`src/rtl/spram_arbiter_if.sv`:
```
// Request/grant/read-return bus between two requesters (A, B) and the
// single-port RAM arbiter.
interface spram_arbiter_if #(
    parameter int unsigned WIDTH = 8,
    parameter int unsigned DEPTH = 4
);
    logic             req_a;
    logic             req_b;
    logic             we_a;
    logic             we_b;
    logic [DEPTH-1:0] addr_a;
    logic [DEPTH-1:0] addr_b;
    logic [WIDTH-1:0] wdata_a;
    logic [WIDTH-1:0] wdata_b;
    logic             gnt_a;
    logic             gnt_b;
    logic             rvalid_a;
    logic             rvalid_b;
    logic [WIDTH-1:0] rdata_a;
    logic [WIDTH-1:0] rdata_b;

    modport master (
        output req_a, req_b, we_a, we_b, addr_a, addr_b, wdata_a, wdata_b,
        input  gnt_a, gnt_b, rvalid_a, rvalid_b, rdata_a, rdata_b
    );

    modport slave (
        input  req_a, req_b, we_a, we_b, addr_a, addr_b, wdata_a, wdata_b,
        output gnt_a, gnt_b, rvalid_a, rvalid_b, rdata_a, rdata_b
    );
endinterface

```
`src/rtl/spram_arbiter.sv`:
```
// Round-robin two-port arbiter in front of a single-port RAM with 2-cycle read return.
// Define SPRAM_ARB_CLEAR_EN to zero the whole RAM after reset before serving requests.
module spram_arbiter #(
    parameter int unsigned WIDTH = 8,
    parameter int unsigned DEPTH = 4
) (
    input  logic             clock,
    input  logic             reset_n,
    spram_arbiter_if.slave   bus,
    output logic             busy,
    output logic             ram_we,
    output logic [DEPTH-1:0] ram_addr,
    output logic [WIDTH-1:0] ram_data,
    input  logic [WIDTH-1:0] ram_out
);
    typedef enum logic {CLEAR, RUN} state_t;

    state_t           state, state_d;
    logic             gnt_a_d, gnt_b_d;
    logic             ram_we_d;
    logic [DEPTH-1:0] ram_addr_d;
    logic [WIDTH-1:0] ram_data_d;
    logic             prio_b, prio_b_d;
    logic             elig_a, elig_b;
    logic             pend_a, pend_b;

`ifdef SPRAM_ARB_CLEAR_EN
    localparam state_t RESET_STATE = CLEAR;
    logic [DEPTH-1:0] clr_cnt, clr_cnt_d;
`else
    localparam state_t RESET_STATE = RUN;
`endif

    // State register
    always_ff @(posedge clock) begin
        if (!reset_n) state <= RESET_STATE;
        else          state <= state_d;
    end

    // Next state, arbitration and RAM command selection
    always_comb begin
        state_d    = state;
        gnt_a_d    = 1'b0;
        gnt_b_d    = 1'b0;
        ram_we_d   = 1'b0;
        ram_addr_d = ram_addr;
        ram_data_d = ram_data;
        prio_b_d   = prio_b;
`ifdef SPRAM_ARB_CLEAR_EN
        clr_cnt_d  = clr_cnt;
`endif
        // A requester that was just granted is still holding req for one cycle
        elig_a = bus.req_a & ~bus.gnt_a;
        elig_b = bus.req_b & ~bus.gnt_b;

        case (state)
            CLEAR: begin
`ifdef SPRAM_ARB_CLEAR_EN
                ram_we_d   = 1'b1;
                ram_addr_d = clr_cnt;
                ram_data_d = '0;
                clr_cnt_d  = clr_cnt + DEPTH'(1);
                if (clr_cnt == {DEPTH{1'b1}}) state_d = RUN;
`else
                state_d = RUN;
`endif
            end
            RUN: begin
                if (elig_a && (!elig_b || !prio_b)) begin
                    gnt_a_d    = 1'b1;
                    ram_we_d   = bus.we_a;
                    ram_addr_d = bus.addr_a;
                    ram_data_d = bus.wdata_a;
                    prio_b_d   = 1'b1;
                end else if (elig_b) begin
                    gnt_b_d    = 1'b1;
                    ram_we_d   = bus.we_b;
                    ram_addr_d = bus.addr_b;
                    ram_data_d = bus.wdata_b;
                    prio_b_d   = 1'b0;
                end
            end
        endcase
    end

    // Registered grants, RAM controls and read-return pipeline
    always_ff @(posedge clock) begin
        if (!reset_n) begin
            bus.gnt_a    <= 1'b0;
            bus.gnt_b    <= 1'b0;
            bus.rvalid_a <= 1'b0;
            bus.rvalid_b <= 1'b0;
            bus.rdata_a  <= '0;
            bus.rdata_b  <= '0;
            ram_we       <= 1'b0;
            ram_addr     <= '0;
            ram_data     <= '0;
            prio_b       <= 1'b0;
            pend_a       <= 1'b0;
            pend_b       <= 1'b0;
        end else begin
            bus.gnt_a    <= gnt_a_d;
            bus.gnt_b    <= gnt_b_d;
            ram_we       <= ram_we_d;
            ram_addr     <= ram_addr_d;
            ram_data     <= ram_data_d;
            prio_b       <= prio_b_d;
            // RAM samples the address one cycle after grant; data is captured one cycle later
            pend_a       <= bus.gnt_a & ~ram_we;
            pend_b       <= bus.gnt_b & ~ram_we;
            bus.rvalid_a <= pend_a;
            bus.rvalid_b <= pend_b;
            if (pend_a) bus.rdata_a <= ram_out;
            if (pend_b) bus.rdata_b <= ram_out;
        end
    end

`ifdef SPRAM_ARB_CLEAR_EN
    // Sweep counter and busy flag aligned with the clear writes
    always_ff @(posedge clock) begin
        if (!reset_n) begin
            clr_cnt <= '0;
            busy    <= 1'b0;
        end else begin
            clr_cnt <= clr_cnt_d;
            busy    <= (state == CLEAR);
        end
    end
`else
    assign busy = 1'b0;
`endif
endmodule

```
`src/flat_wrapper.sv`:
```
// flat-port wrapper written by rule: the top's interface ports become plain ports
module spram_arbiter_flat 
#(
    parameter int unsigned WIDTH = 8,
    parameter int unsigned DEPTH = 4
)
  (clock, reset_n, busy, ram_we, ram_addr, ram_data, ram_out, bus_req_a, bus_req_b, bus_we_a, bus_we_b, bus_addr_a, bus_addr_b, bus_wdata_a, bus_wdata_b, bus_gnt_a, bus_gnt_b, bus_rvalid_a, bus_rvalid_b, bus_rdata_a, bus_rdata_b);
  spram_arbiter_if #(.WIDTH(WIDTH), .DEPTH(DEPTH)) bus_i ();
  input  logic clock;
  input  logic reset_n;
  output logic busy;
  output logic ram_we;
  output logic [DEPTH-1:0] ram_addr;
  output logic [WIDTH-1:0] ram_data;
  input  logic [WIDTH-1:0] ram_out;
  input wire logic [$bits(bus_i.req_a)-1:0] bus_req_a;
  input wire logic [$bits(bus_i.req_b)-1:0] bus_req_b;
  input wire logic [$bits(bus_i.we_a)-1:0] bus_we_a;
  input wire logic [$bits(bus_i.we_b)-1:0] bus_we_b;
  input wire logic [$bits(bus_i.addr_a)-1:0] bus_addr_a;
  input wire logic [$bits(bus_i.addr_b)-1:0] bus_addr_b;
  input wire logic [$bits(bus_i.wdata_a)-1:0] bus_wdata_a;
  input wire logic [$bits(bus_i.wdata_b)-1:0] bus_wdata_b;
  output wire logic [$bits(bus_i.gnt_a)-1:0] bus_gnt_a;
  output wire logic [$bits(bus_i.gnt_b)-1:0] bus_gnt_b;
  output wire logic [$bits(bus_i.rvalid_a)-1:0] bus_rvalid_a;
  output wire logic [$bits(bus_i.rvalid_b)-1:0] bus_rvalid_b;
  output wire logic [$bits(bus_i.rdata_a)-1:0] bus_rdata_a;
  output wire logic [$bits(bus_i.rdata_b)-1:0] bus_rdata_b;
  assign bus_i.req_a = bus_req_a;
  assign bus_i.req_b = bus_req_b;
  assign bus_i.we_a = bus_we_a;
  assign bus_i.we_b = bus_we_b;
  assign bus_i.addr_a = bus_addr_a;
  assign bus_i.addr_b = bus_addr_b;
  assign bus_i.wdata_a = bus_wdata_a;
  assign bus_i.wdata_b = bus_wdata_b;
  assign bus_gnt_a = bus_i.gnt_a;
  assign bus_gnt_b = bus_i.gnt_b;
  assign bus_rvalid_a = bus_i.rvalid_a;
  assign bus_rvalid_b = bus_i.rvalid_b;
  assign bus_rdata_a = bus_i.rdata_a;
  assign bus_rdata_b = bus_i.rdata_b;
  spram_arbiter #(.WIDTH(WIDTH), .DEPTH(DEPTH)) u_core (.clock(clock), .reset_n(reset_n), .bus(bus_i), .busy(busy), .ram_we(ram_we), .ram_addr(ram_addr), .ram_data(ram_data), .ram_out(ram_out));
endmodule
```
`config.mk`:
```
export PLATFORM = sky130hd
export DESIGN_NAME = spram_arbiter_flat
export DESIGN_NICKNAME = d
export VERILOG_FILES = /design/src/rtl/spram_arbiter_if.sv /design/src/rtl/spram_arbiter.sv /design/src/flat_wrapper.sv
export SDC_FILE = /design/constraint.sdc
export NUM_CORES = 1
export LEC_CHECK = 0
export CORE_MARGIN = 10
export CORE_UTILIZATION = 40
export DETAILED_ROUTE_END_ITERATION = 6
export PLACE_DENSITY_LB_ADDON = 0.05
export SYNTH_ARGS = -nofsm -noshare
export SYNTH_HDL_FRONTEND = slang
export SYNTH_SLANG_ARGS = --single-unit
```
`constraint.sdc`:
```
create_clock -name clock -period 2 [get_ports clock]
set_clock_uncertainty 0.2 [all_clocks]
set_input_delay 0.3 -clock clock [delete_from_list [all_inputs] [get_ports clock]]
set_output_delay 0.3 -clock clock [all_outputs]
set_load 0.01 [all_outputs]
```
==> impl_metrics.ini <==
[sta]
drv_slew = 0
period_share = 0.889
rsz0062_at_grt = false
tns_ps = 0
fmax_mhz = 562
setup_viol = 0
tightest_slew_ps = 526
finalHoldViolations = 0
relSlewSlack = 0.649
final.min_clock_period_ps = 1780

[floorplan]
die_h_um = 82.7
io_pins = 72
die_width_um = 82.7
dieArea_um2 = 6840
coreArea_um2 = 3740
start_util = 0.420
rows = 22

[setup_path]
crit_path_start_kind = register
crit_chain = clkdlybuf4s50_1
slowest_stage = clkdlybuf4s50_1
reg2reg_from = u_core.bus.gnt_b$_SDFF_PP0_
critPathKind = register to primary output
critPathTopFamily = buffers and inverters
r2r_cells = 4
critPathArrivalTime_ps = 1280
cp_max_fo = 4
slowest_delay_ps = 580
critical_path_buf_inv_count = 1
required_ps = 1500
cp-end-kind = primary output
path_depth = 1
cp-startpoint = u_core.bus.gnt_a$_SDFF_PN0_

[detailed_routing]
vias_per_cell = 5.00
via_count = 1335
drc_errors = 0
ant_nets = 0
wl_per_cell_um = 15.8
drt_iter0_drc = 36
wl_mm = 4.21
drt-pass1-iter-count = 4

[finish]
nFillCells = 322
antenna_cells = 0
drive_gt1_frac = 0.0868
final_nets = 256
area_growth_pct = 52.3
post-route-util = 0.640

[logic_synthesis]
synthFlopType = dfxtp_1
synth_common_cells = 36 x dfxtp_1, 17 x mux2i_1, 16 x nor2b_1, 13 x and3_1
yosysTopAreaCell = dfxtp_1
syn_nets = 187
ys_top_cells_by_area = dfxtp_1 46%, mux2i_1 11%, o311a_1 7.6%
netlist_instances = 149
syn_area_per_cell_um2 = 10.6
yosysSeqAreaShare = 0.458
synth_top_area_share = 0.458
syn-cell-area_um2 = 1570
synth-edff-count = 0
synth_most_common_cell = dfxtp_1
yosys_warnings = 0
synthArstFlopShare = 0
synth_cell_types = 24
ys_ff_latch = 36

[power]
vdd_drop_max_v = 0.000416
p_comb_frac = 0.206
power.total_w = 0.00162
p_leak_nw = 0.956
p_int_w = 0.00121
swShare = 0.253
p_clk_frac = 0.310
seq_power_share = 0.485
p_switching_w = 0.000410
power_density_nw_per_um2 = 677

[clock_tree]
cts-htree-levels = 2
post_cts_resized = 0
clkLatencyLatePin_ps = 290
cts-root-buf = clkbuf_8
numCtsBuffers = 5
path_clk_slew_ps = 80
clock_sinks = 36
cts_tree = yes
clock_path_buffers = 2
hold_buffers = 0
post_cts_buffers = 0

[placement]
place.gp.congestion = 0.717
portBuffers = 70
dp_hpwl_mm = 3.25

[global_route]
grt_start_max_net_pins = 37
grt-ovfl-total = 0
grt_first_pass_wirelength_mm = 6.48
grt_pass1_vias = 1433
antenna_found_initial = 0
track_usage = 0.122

[flow_run]
maxCapViolCount = 0

[worst_hold_path]
hp-start = u_core.bus.rdata_b[4]$_SDFFE_PN0P_
hold_class = register to register
hold_depth = 2

[status]
outcome = finished clean
[final cells by class]
cell class,instances,area [um2],area share
tap,48,60.1,0.0251
clock inverter,3,18.8,0.00783
timing repair buffer,77,766,0.320
sequential,36,721,0.301
clock buffer,5,68.8,0.0287
multi-input combinational,98,762,0.318
[registers in the layout (all words and copies together) (netlist names), 4 cells and up]
name                flops
u_core.ram_data         8
u_core.bus.rdata_a      8
u_core.bus.rdata_b      8
u_core.ram_addr         4
[layout by cell type (no fill, tap or decap), types with 2 or more instances in the layout]
| cell | synthesis | routed |
|---|---|---|
| mux2i_1 | 17 | 17 |
| a21boi_1 | 7 | 7 |
| or3_1 | 12 | 12 |
| clkdlybuf4s50_1 | 0 | 70 |
| buf_4 | 1 | 6 |
| dfxtp_1 | 36 | 36 |
| clkbuf_8 | 0 | 5 |
| o311a_1 | 12 | 12 |
| and2_1 | 3 | 3 |
| and3_1 | 13 | 13 |
| clkinv_2 | 0 | 2 |
| nor2b_1 | 16 | 16 |
| and3b_1 | 2 | 2 |
| a21boi_0 | 6 | 6 |
[final timing paths]
kind                                                            to  slack, ps
worst min register to register  u_core.bus.rdata_b[4]$_SDFFE_PN0P_        330
worst min-delay path            u_core.bus.rdata_b[4]$_SDFFE_PN0P_        330
worst max register to register     u_core.ram_data[6]$_SDFFE_PN0P_        460
worst max-delay path                                     bus_gnt_a        220
[layer usage]
layer / up-vias / GRT usage / wire (um) / part of all wire
met3: 7 / 0.0616 / 502 / 0.12
met1: 610 / 0.120 / 1520 / 0.36
met5: - / 0 / 0 / 0
met2: 49 / 0.213 / 2120 / 0.50
met4: 0 / 0.0502 / 64 / 0.015
li1: 669 / - / - / -
[power groups by stage]
stage          Sequential, W  Combinational, W  Clock, W
5_1_grt             0.000791          0.000363  0.000547
4_1_cts             0.000787          0.000339  0.000522
3_5_place_dp        0.000803          0.000337         0
2_1_floorplan       0.000812          0.000144         0
6_report            0.000786          0.000333  0.000502
3_3_place_gp        0.000803          0.000325         0
[cell families (layout without fill, tap and decap cells)]
| kind of cell | after synthesis | in the layout | share of synthesized area |
|---|---|---|---|
| and+or+nand+nor | 53 | 53 | 0.228 |
| DFF | 36 | 36 | 0.458 |
| AOI/OAI and AO/OA | 27 | 27 | 0.146 |
| muxes | 17 | 17 | 0.108 |
| buffers and inverters | 15 | 85 | 0.0573 |
| other | 1 | 1 | 0.00238 |
[per-stage QoR]
step                worst slack [ps]  hold slack (ps)  std cells  cell area, um2
floorplan                        529              256        149            1570
global placement                93.2              295        259            2310
detailed placement              22.6              311        259            2310
CTS                              192              329        267            2400
global route                     162              349        267            2400
finish                           222              326        267            2400
Note: power is estimated with default switching activity, not from simulation.
